File: src/rtl/traffic_intersection_ctrl.sv
// traffic_intersection_ctrl
//
// Two-road intersection controller. It sequences the NS and EW signal heads
// through green, yellow and all-red clearance. A latched pedestrian request
// adds a walk phase after EW yellow. A flashing-red fail-safe mode overrides
// the normal sequence. Phase durations are counted in tick_en strobes.
//
// Ports:
//   clk        system clock, rising-edge active
//   rst        asynchronous active-low reset
//   tick_en    one-cycle timing strobe; phase counters advance only on it
//   ped_req    pedestrian button (level or pulse), latched internally
//   flash_mode fail-safe request; the block holds FLASH while it is high
//   ns_red / ns_yellow / ns_green   north-south signal head
//   ew_red / ew_yellow / ew_green   east-west signal head
//   ped_walk   pedestrian walk lamp
//   phase      current state encoding, for debug and monitoring
module traffic_intersection_ctrl #(
    parameter int CNT_W        = 8,
    parameter int GREEN_TICKS  = 20,
    parameter int YELLOW_TICKS = 4,
    parameter int ALLRED_TICKS = 2,
    parameter int PED_TICKS    = 10
) (
    input  logic       clk,
    input  logic       rst,
    input  logic       tick_en,
    input  logic       ped_req,
    input  logic       flash_mode,
    output logic       ns_red,
    output logic       ns_yellow,
    output logic       ns_green,
    output logic       ew_red,
    output logic       ew_yellow,
    output logic       ew_green,
    output logic       ped_walk,
    output logic [2:0] phase
);

    if (GREEN_TICKS  < 1 || GREEN_TICKS  > (1 << CNT_W) ||
        YELLOW_TICKS < 1 || YELLOW_TICKS > (1 << CNT_W) ||
        ALLRED_TICKS < 1 || ALLRED_TICKS > (1 << CNT_W) ||
        PED_TICKS    < 1 || PED_TICKS    > (1 << CNT_W)) begin : g_bad_duration
        $error("traffic_intersection_ctrl: every duration must lie in 1 .. 2**CNT_W");
    end

    typedef enum logic [2:0] {
        ALLRED_A  = 3'd0,
        NS_GREEN  = 3'd1,
        NS_YELLOW = 3'd2,
        ALLRED_B  = 3'd3,
        EW_GREEN  = 3'd4,
        EW_YELLOW = 3'd5,
        PED_WALK  = 3'd6,
        FLASH     = 3'd7
    } state_t;

    state_t           state, state_nxt;
    logic [CNT_W-1:0] cnt, cnt_nxt;
    logic             ped_pend, ped_pend_nxt;
    logic             blink, blink_nxt;

    // Counter reload value (duration - 1) for a state about to be entered.
    function automatic logic [CNT_W-1:0] load_val(input state_t s);
        case (s)
            NS_GREEN, EW_GREEN:   load_val = CNT_W'(GREEN_TICKS - 1);
            NS_YELLOW, EW_YELLOW: load_val = CNT_W'(YELLOW_TICKS - 1);
            PED_WALK:             load_val = CNT_W'(PED_TICKS - 1);
            ALLRED_A, ALLRED_B:   load_val = CNT_W'(ALLRED_TICKS - 1);
            default:              load_val = '0;
        endcase
    endfunction

    always_ff @(posedge clk or negedge rst) begin
        if (!rst) begin
            state    <= ALLRED_A;
            cnt      <= CNT_W'(ALLRED_TICKS - 1);
            ped_pend <= 1'b0;
            blink    <= 1'b0;
        end else begin
            state    <= state_nxt;
            cnt      <= cnt_nxt;
            ped_pend <= ped_pend_nxt;
            blink    <= blink_nxt;
        end
    end

    always_comb begin
        state_nxt    = state;
        cnt_nxt      = cnt;
        ped_pend_nxt = ped_pend;
        blink_nxt    = blink;
        if (flash_mode) begin
            // Fail-safe wins over everything. The blink flop starts low on
            // entry, and tick_en is ignored on the entry cycle.
            state_nxt    = FLASH;
            ped_pend_nxt = 1'b0;
            blink_nxt    = (state == FLASH) ? (blink ^ tick_en) : 1'b0;
        end else if (state == FLASH) begin
            state_nxt    = ALLRED_A;
            cnt_nxt      = load_val(ALLRED_A);
            blink_nxt    = 1'b0;
            ped_pend_nxt = 1'b0;
        end else begin
            if (ped_req && state != PED_WALK) begin
                ped_pend_nxt = 1'b1;
            end
            if (tick_en) begin
                if (cnt != '0) begin
                    cnt_nxt = cnt - CNT_W'(1);
                end else begin
                    case (state)
                        ALLRED_A:  state_nxt = NS_GREEN;
                        NS_GREEN:  state_nxt = NS_YELLOW;
                        NS_YELLOW: state_nxt = ALLRED_B;
                        ALLRED_B:  state_nxt = EW_GREEN;
                        EW_GREEN:  state_nxt = EW_YELLOW;
                        // A request arriving on the decision cycle itself
                        // still gets the walk phase.
                        EW_YELLOW: state_nxt = (ped_pend || ped_req) ? PED_WALK : ALLRED_A;
                        default:   state_nxt = ALLRED_A;
                    endcase
                    cnt_nxt = load_val(state_nxt);
                    if (state_nxt == PED_WALK) begin
                        ped_pend_nxt = 1'b0;
                    end
                end
            end
        end
    end

    always_comb begin
        ns_red    = 1'b0;
        ns_yellow = 1'b0;
        ns_green  = 1'b0;
        ew_red    = 1'b0;
        ew_yellow = 1'b0;
        ew_green  = 1'b0;
        ped_walk  = 1'b0;
        case (state)
            NS_GREEN:  begin ns_green  = 1'b1; ew_red = 1'b1; end
            NS_YELLOW: begin ns_yellow = 1'b1; ew_red = 1'b1; end
            EW_GREEN:  begin ew_green  = 1'b1; ns_red = 1'b1; end
            EW_YELLOW: begin ew_yellow = 1'b1; ns_red = 1'b1; end
            PED_WALK:  begin ns_red = 1'b1; ew_red = 1'b1; ped_walk = 1'b1; end
            FLASH:     begin ns_red = blink; ew_red = blink; end
            default:   begin ns_red = 1'b1; ew_red = 1'b1; end
        endcase
    end

    assign phase = state;

endmodule

File: config.mk
export PLATFORM = sky130hd
export DESIGN_NAME = traffic_intersection_ctrl
export DESIGN_NICKNAME = d
export VERILOG_FILES = /design/src/rtl/traffic_intersection_ctrl.sv
export SDC_FILE = /design/constraint.sdc
export NUM_CORES = 1
export LEC_CHECK = 0
export ABC_AREA = 0
export BUFFER_PORTS_ARGS = -buffer_cell sky130_fd_sc_hd__buf_2
export CELL_PAD_IN_SITES_DETAIL_PLACEMENT = 1
export CELL_PAD_IN_SITES_GLOBAL_PLACEMENT = 1
export CORE_ASPECT_RATIO = 0.9
export CORE_UTILIZATION = 44
export DETAILED_ROUTE_END_ITERATION = 8
export PLACE_DENSITY = 0.84
export SKIP_LAST_GASP = 1
export SLEW_MARGIN = 20
export SYNTH_ARGS = -nofsm -noshare
export SYNTH_HDL_FRONTEND = slang
export SYNTH_SLANG_ARGS = --single-unit
export TNS_END_PERCENT = 100
File: constraint.sdc
create_clock -name clk -period 2.6 [get_ports clk]
set_clock_uncertainty 0.15 [all_clocks]
set_input_delay 0.39 -clock clk [delete_from_list [all_inputs] [get_ports clk]]
set_output_delay 0.39 -clock clk [all_outputs]
set_load 0.01 [all_outputs]
# [After elaboration in Yosys (flattened, before gate mapping)]
# Index checks and enable logic that the tools add are counted.
[totals] mem_bits_rw=0 in_bits=5 ff_bits=13 latchBits=0 mem_bits_ro=0 memories=0
[op_classes] order_cmp=0 add_sub_neg=1 n_shift=0 bitwise=2 div_mod_pow=0 n_mux=30 n_eq_ne=15 n_mul=0 n_reduce_logical=15
[ops] operator="2-to-1 mux 3 bit" n=9
[ops] operator="2-to-1 mux 8 bit" n=3
[ops] operator="equality test 3 bit (second input constant)" n=7
[ops] operator="one-hot mux 5 bit (4 select lines)" n=1
[ops] operator="one-hot mux 3 bit (6 select lines)" n=1
[ops] operator="2-to-1 mux 1 bit" n=14
[ops] operator="equality test 3 x 2 -> 1 bit (second input constant)" n=4
[ops] operator="OR reduction 2 bit" n=5
[ops] operator="nonzero test 8 bit" n=1
[ops] operator="subtractor 8 x 1 -> 8 bit (second input constant)" n=1
[ops] operator="equality test 3 x 1 -> 1 bit (second input constant)" n=2
[ops] operator="logical NOT 3 bit" n=2
[ops] operator="!= test 3 bit (second input constant)" n=2
[ops] operator="one-hot mux 1 bit (2 select lines)" n=2
[ops] operator="AND reduction 2 bit" n=2
[ops] operator="nonzero test 2 bit" n=2
[ops] operator="nonzero test 3 bit" n=1
[ops] operator="logical AND 1 bit" n=1
[ops] operator="logical OR 1 bit" n=1
[ops] operator="NOT 1 bit" n=1
[ops] operator="XOR 1 bit" n=1

# [Logic depth before layout (Yosys ltp)]
[logic_depth] ltp_word=13 depth_mapped=6

# [Worst setup path after synthesis]
# No wires, ideal clock.
[synth_timing] path_kind="reg-to-output" from="register state[0] (netlist: phase[0])" to="output port ns_red" path_slack_ps=822 arrival_ps=1238 stages_incl_launch_ff=5 required_time_ps=2060 path_cell_list="dfrtp_1 -> buf_2 -> inv_1 -> nor3_1 -> a21oi_1"
[synth_via] elab_chain_cells=3 word_cells_on_any_way=5 classes_between="eq/ne (3); mux (1); reduce/logical (1)"
[synth_lines] element="start: declaration" line_no="58" source="state_t state, state_nxt;"
[synth_lines] element="start signal: assignment" line_no="81" source="state <= state_nxt;"
[synth_lines] element="equality test 3 x 2 -> 1 bit or equality test 3 x 1 -> 1 bit (tied branches)" line_no="140" source="case (state)"
[synth_lines] element="OR reduction 2 bit (no line)"
[synth_lines] element="one-hot mux 1 bit (2 select lines) (*)" line_no="140"
[synth_lines] element="end: declaration" line_no="30" source="output logic ns_red,"
# Mark *: on every way between the ends. The rest lies on a longest branch, timed or not.

# [Worst setup path in the final report]
# Same ends and word-level chain as after synthesis.

==> qor.csv <==
stage;metric;value;unit
status;status;finished, final reports clean;
worst_hold_path;min_path_type;in2reg;
worst_setup_path;cp.arrival;1610;ps
grt;grt_util_all_layers;23.8;%
floorplan;rows;15;
clocking;htree_levels;1;
timing;finalSetupViolCount;0;
grt;grt_pass1_vias;755;
timing;tns;0;ps
worst_setup_path;timing.rr.end;cnt[7];
pwr;power_density;1310;nW/um^2
pwr;leakagePower;0.440;nW
clocking;numCtsBuffers;3;
grt;busiest_layer;met2;
routing;drt_pass1_iterations;4;
finish;syn_to_final_growth;13.2;%
pwr;peakVddDrop;0.772;mV
yosys;synth_fa_ha_area_share;2.77;%
worst_setup_path;r2r_slack;600;ps
placed_design;place_hpwl;1710;um
worst_setup_path;critical_path.endpoint;ns_red;
worst_setup_path;critPathKind;reg2out;
yosys;synthMuxAreaShare;0;%
routing;first_iter_violations;21;
worst_setup_path;critical_path.cell_chain;inv_1 -> nor3_1 -> a21oi_1 -> buf_2;
clocking;cts_tree;built;
floorplan;floorplan.initialDensity;46.7;%
finish;nets;120;
floorplan;die-width;49.8;um
yosys;ys_warn_count;0;
grt;grt_pass1_wl;3750;um
worst_setup_path;reg2regPathDepth;6;
grt;grt_use_met3;7.07;%
timing;rsz0062_at_grt;no;
yosys;syn_area;903;um^2
timing;drv_slew;0;
yosys;avgSynthCellArea;9.31;um^2
finish;antennaDiodeCount;0;
clocking;clkTransAtPathRegs;90;ps
job;max_cap_viol_count;0;
worst_setup_path;startpoint_type;register;
worst_setup_path;required;2060;ps
yosys;syn_inst;97;
routing;wirelength;2310;um
timing;max-slew-margin-rel;62.1;%
placed_design;port_buffers;14;
yosys;synth-compound-area-share;22.4;%
floorplan;coreArea;1930;um^2
clocking;clk_latency;300;ps
yosys;ys_ff_latch;13;
worst_setup_path;crit_path_max_fanout;11;
pwr;total_power;1.34;mW
clocking;post_cts_resized;0;
yosys;synthSimpleGateAreaFrac;25.9;%
yosys;ys_seq_area_share;36.1;%
worst_setup_path;critPathMaxStageDelay;580;ps
floorplan;pin_count;15;
timing;worstMarginPinSlew;568;ps
grt;antenna_found_initial;0;
routing;wl_per_cell;16.8;um
yosys;synth_top_family_by_area;simple AND/OR/NAND/NOR gates;
yosys;ys_types;35;
grt;grt_overflow_total;0;
clocking;root_buffer;clkbuf_4;
floorplan;design.die.area;2240;um^2
yosys;synth-xor-area-share;7.76;%
finish;drive_gt1_share;26.8;%
grt;met2_usage;35.7;%
worst_setup_path;crit_start;phase[0];
floorplan;die_h;45.0;um
timing;timing.final.crit_share;82.9;%
timing;fmax;0.464;GHz
routing;drc_errors;0;
routing;vias;815;
yosys;syn-num-nets;104;
placed_design;gp_congestion;0.871;
clocking;cts_sinks;13;
routing;antenna_left;0;
timing;hold_viol;0;
timing;fin_crit;2150;ps
routing;via_per_inst;5.95;
clocking;clock_path_buffers;2;
worst_setup_path;r2r-start;cnt[0];
worst_setup_path;endpoint_kind;output pin;
worst_setup_path;slowest_stage;dfrtp_1;
grt;grt_use_met1;32.6;%
clocking;ctsHoldBuffers;1;
grt;grt_max_degree;18;
clocking;cts_setup_buffers;0;
-- routing by layer --
layer	wire length, um	vias to the layer above
met2	1060	26
li1	-	385
met3	127	4
met1	1090	400
met5	0	-
met4	28	0
-- per-stage QoR --
stage / instance area (um^2) / utilization, % / hold WS [ps] / cells / setup slack [ps]
3_5_place_dp: 986 / 51.0 / 145 / 132 / 634
6_report: 1020 / 52.9 / 292 / 137 / 445
2_1_floorplan: 903 / - / -55.6 / 97 / 822
5_1_grt: 1020 / 52.9 / 284 / 137 / 320
3_3_place_gp: 986 / 51.0 / 142 / 132 / 661
4_1_cts: 1020 / 52.9 / 294 / 137 / 452
-- report_power, final --
| group | leakage, nW | internal, mW | switching [mW] | total, mW |
|---|---|---|---|---|
| Sequential | 0.165 | 0.292 | 0.188 | 0.480 |
| Clock | 0.0150 | 0.0598 | 0.0724 | 0.132 |
| Combinational | 0.260 | 0.326 | 0.402 | 0.728 |
| Total | 0.440 | 0.678 | 0.662 | 1.34 |
-- flip-flops by register name (all words and copies together) (netlist names) --
signal	cells
cnt	8
ped_pend	1
blink	1
phase	3
-- layout make-up --
type	instances	area, um^2
multi-input cells	73	532
well taps	25	31.3
repair buffers	15	80.1
inverters	7	26.3
fillers	245	911
clock buffers	4	26.3
flip-flops and latches	13	327
-- cell families after synthesis --
group,Yosys count
adders and majority gates,2
buffers and inverters,11
xor gates and xnor gates,8
DFF,13
and+or+nand+nor,35
AOI/OAI and AO/OA,28
-- worst min path at each step --
stage,from,endpoint,slack (ps),cells after the start
global placement,rst,ped_pend,140,1
global route,tick_en,cnt[3],280,3
detailed placement,rst,cnt[1],150,1
floorplan,rst,blink,-60,0
finish,tick_en,cnt[3],290,3
CTS,tick_en,cnt[3],290,3
-- worst max-delay path, delay by kind of cell, from the launching register on --
kind,cells,cell delay [ps]
compound gates,1,80
buf+inv,2,340
flops,1,580
simple gates,1,340
-- cell usage after synthesis (all sizes together) --
cell	instances	area (um^2)
nand2b	1	6.26
o31a	1	10.0
or2	1	6.26
o21ai	7	35.0
dfstp	1	26.3
a311oi	2	17.5
dfrtp	12	300
nor3	6	35.0
a31oi	5	46.3
nor4b	2	47.6
clkbuf	1	3.75
o21bai	1	7.51
or4b	1	10.0
inv	7	26.3
nand2	6	22.5
a41oi	1	8.76
nor2	10	40.0
and2	2	12.5
buf	3	15.0
a41o	1	10.0
a21oi	5	25.0
nor3b	1	7.51
or4	1	11.3
o22ai	1	6.26
nand3	2	10.0
xnor2	8	70.1
ha	2	25.0
a31o	2	17.5
o311a	1	10.0
nor4	2	25.0
a22o	1	8.76
-- cells in the final DEF (no fill, tap or decap), drive strengths merged, types with 4 or more instances in the layout --
master,instances
buf,14
dfrtp,12
nor2,10
xnor2,8
inv,7
o21ai,7
nand2,6
nor3,6
a21oi,5
a31oi,5
clkbuf,4
Note: power is estimated with default switching activity, not from simulation.
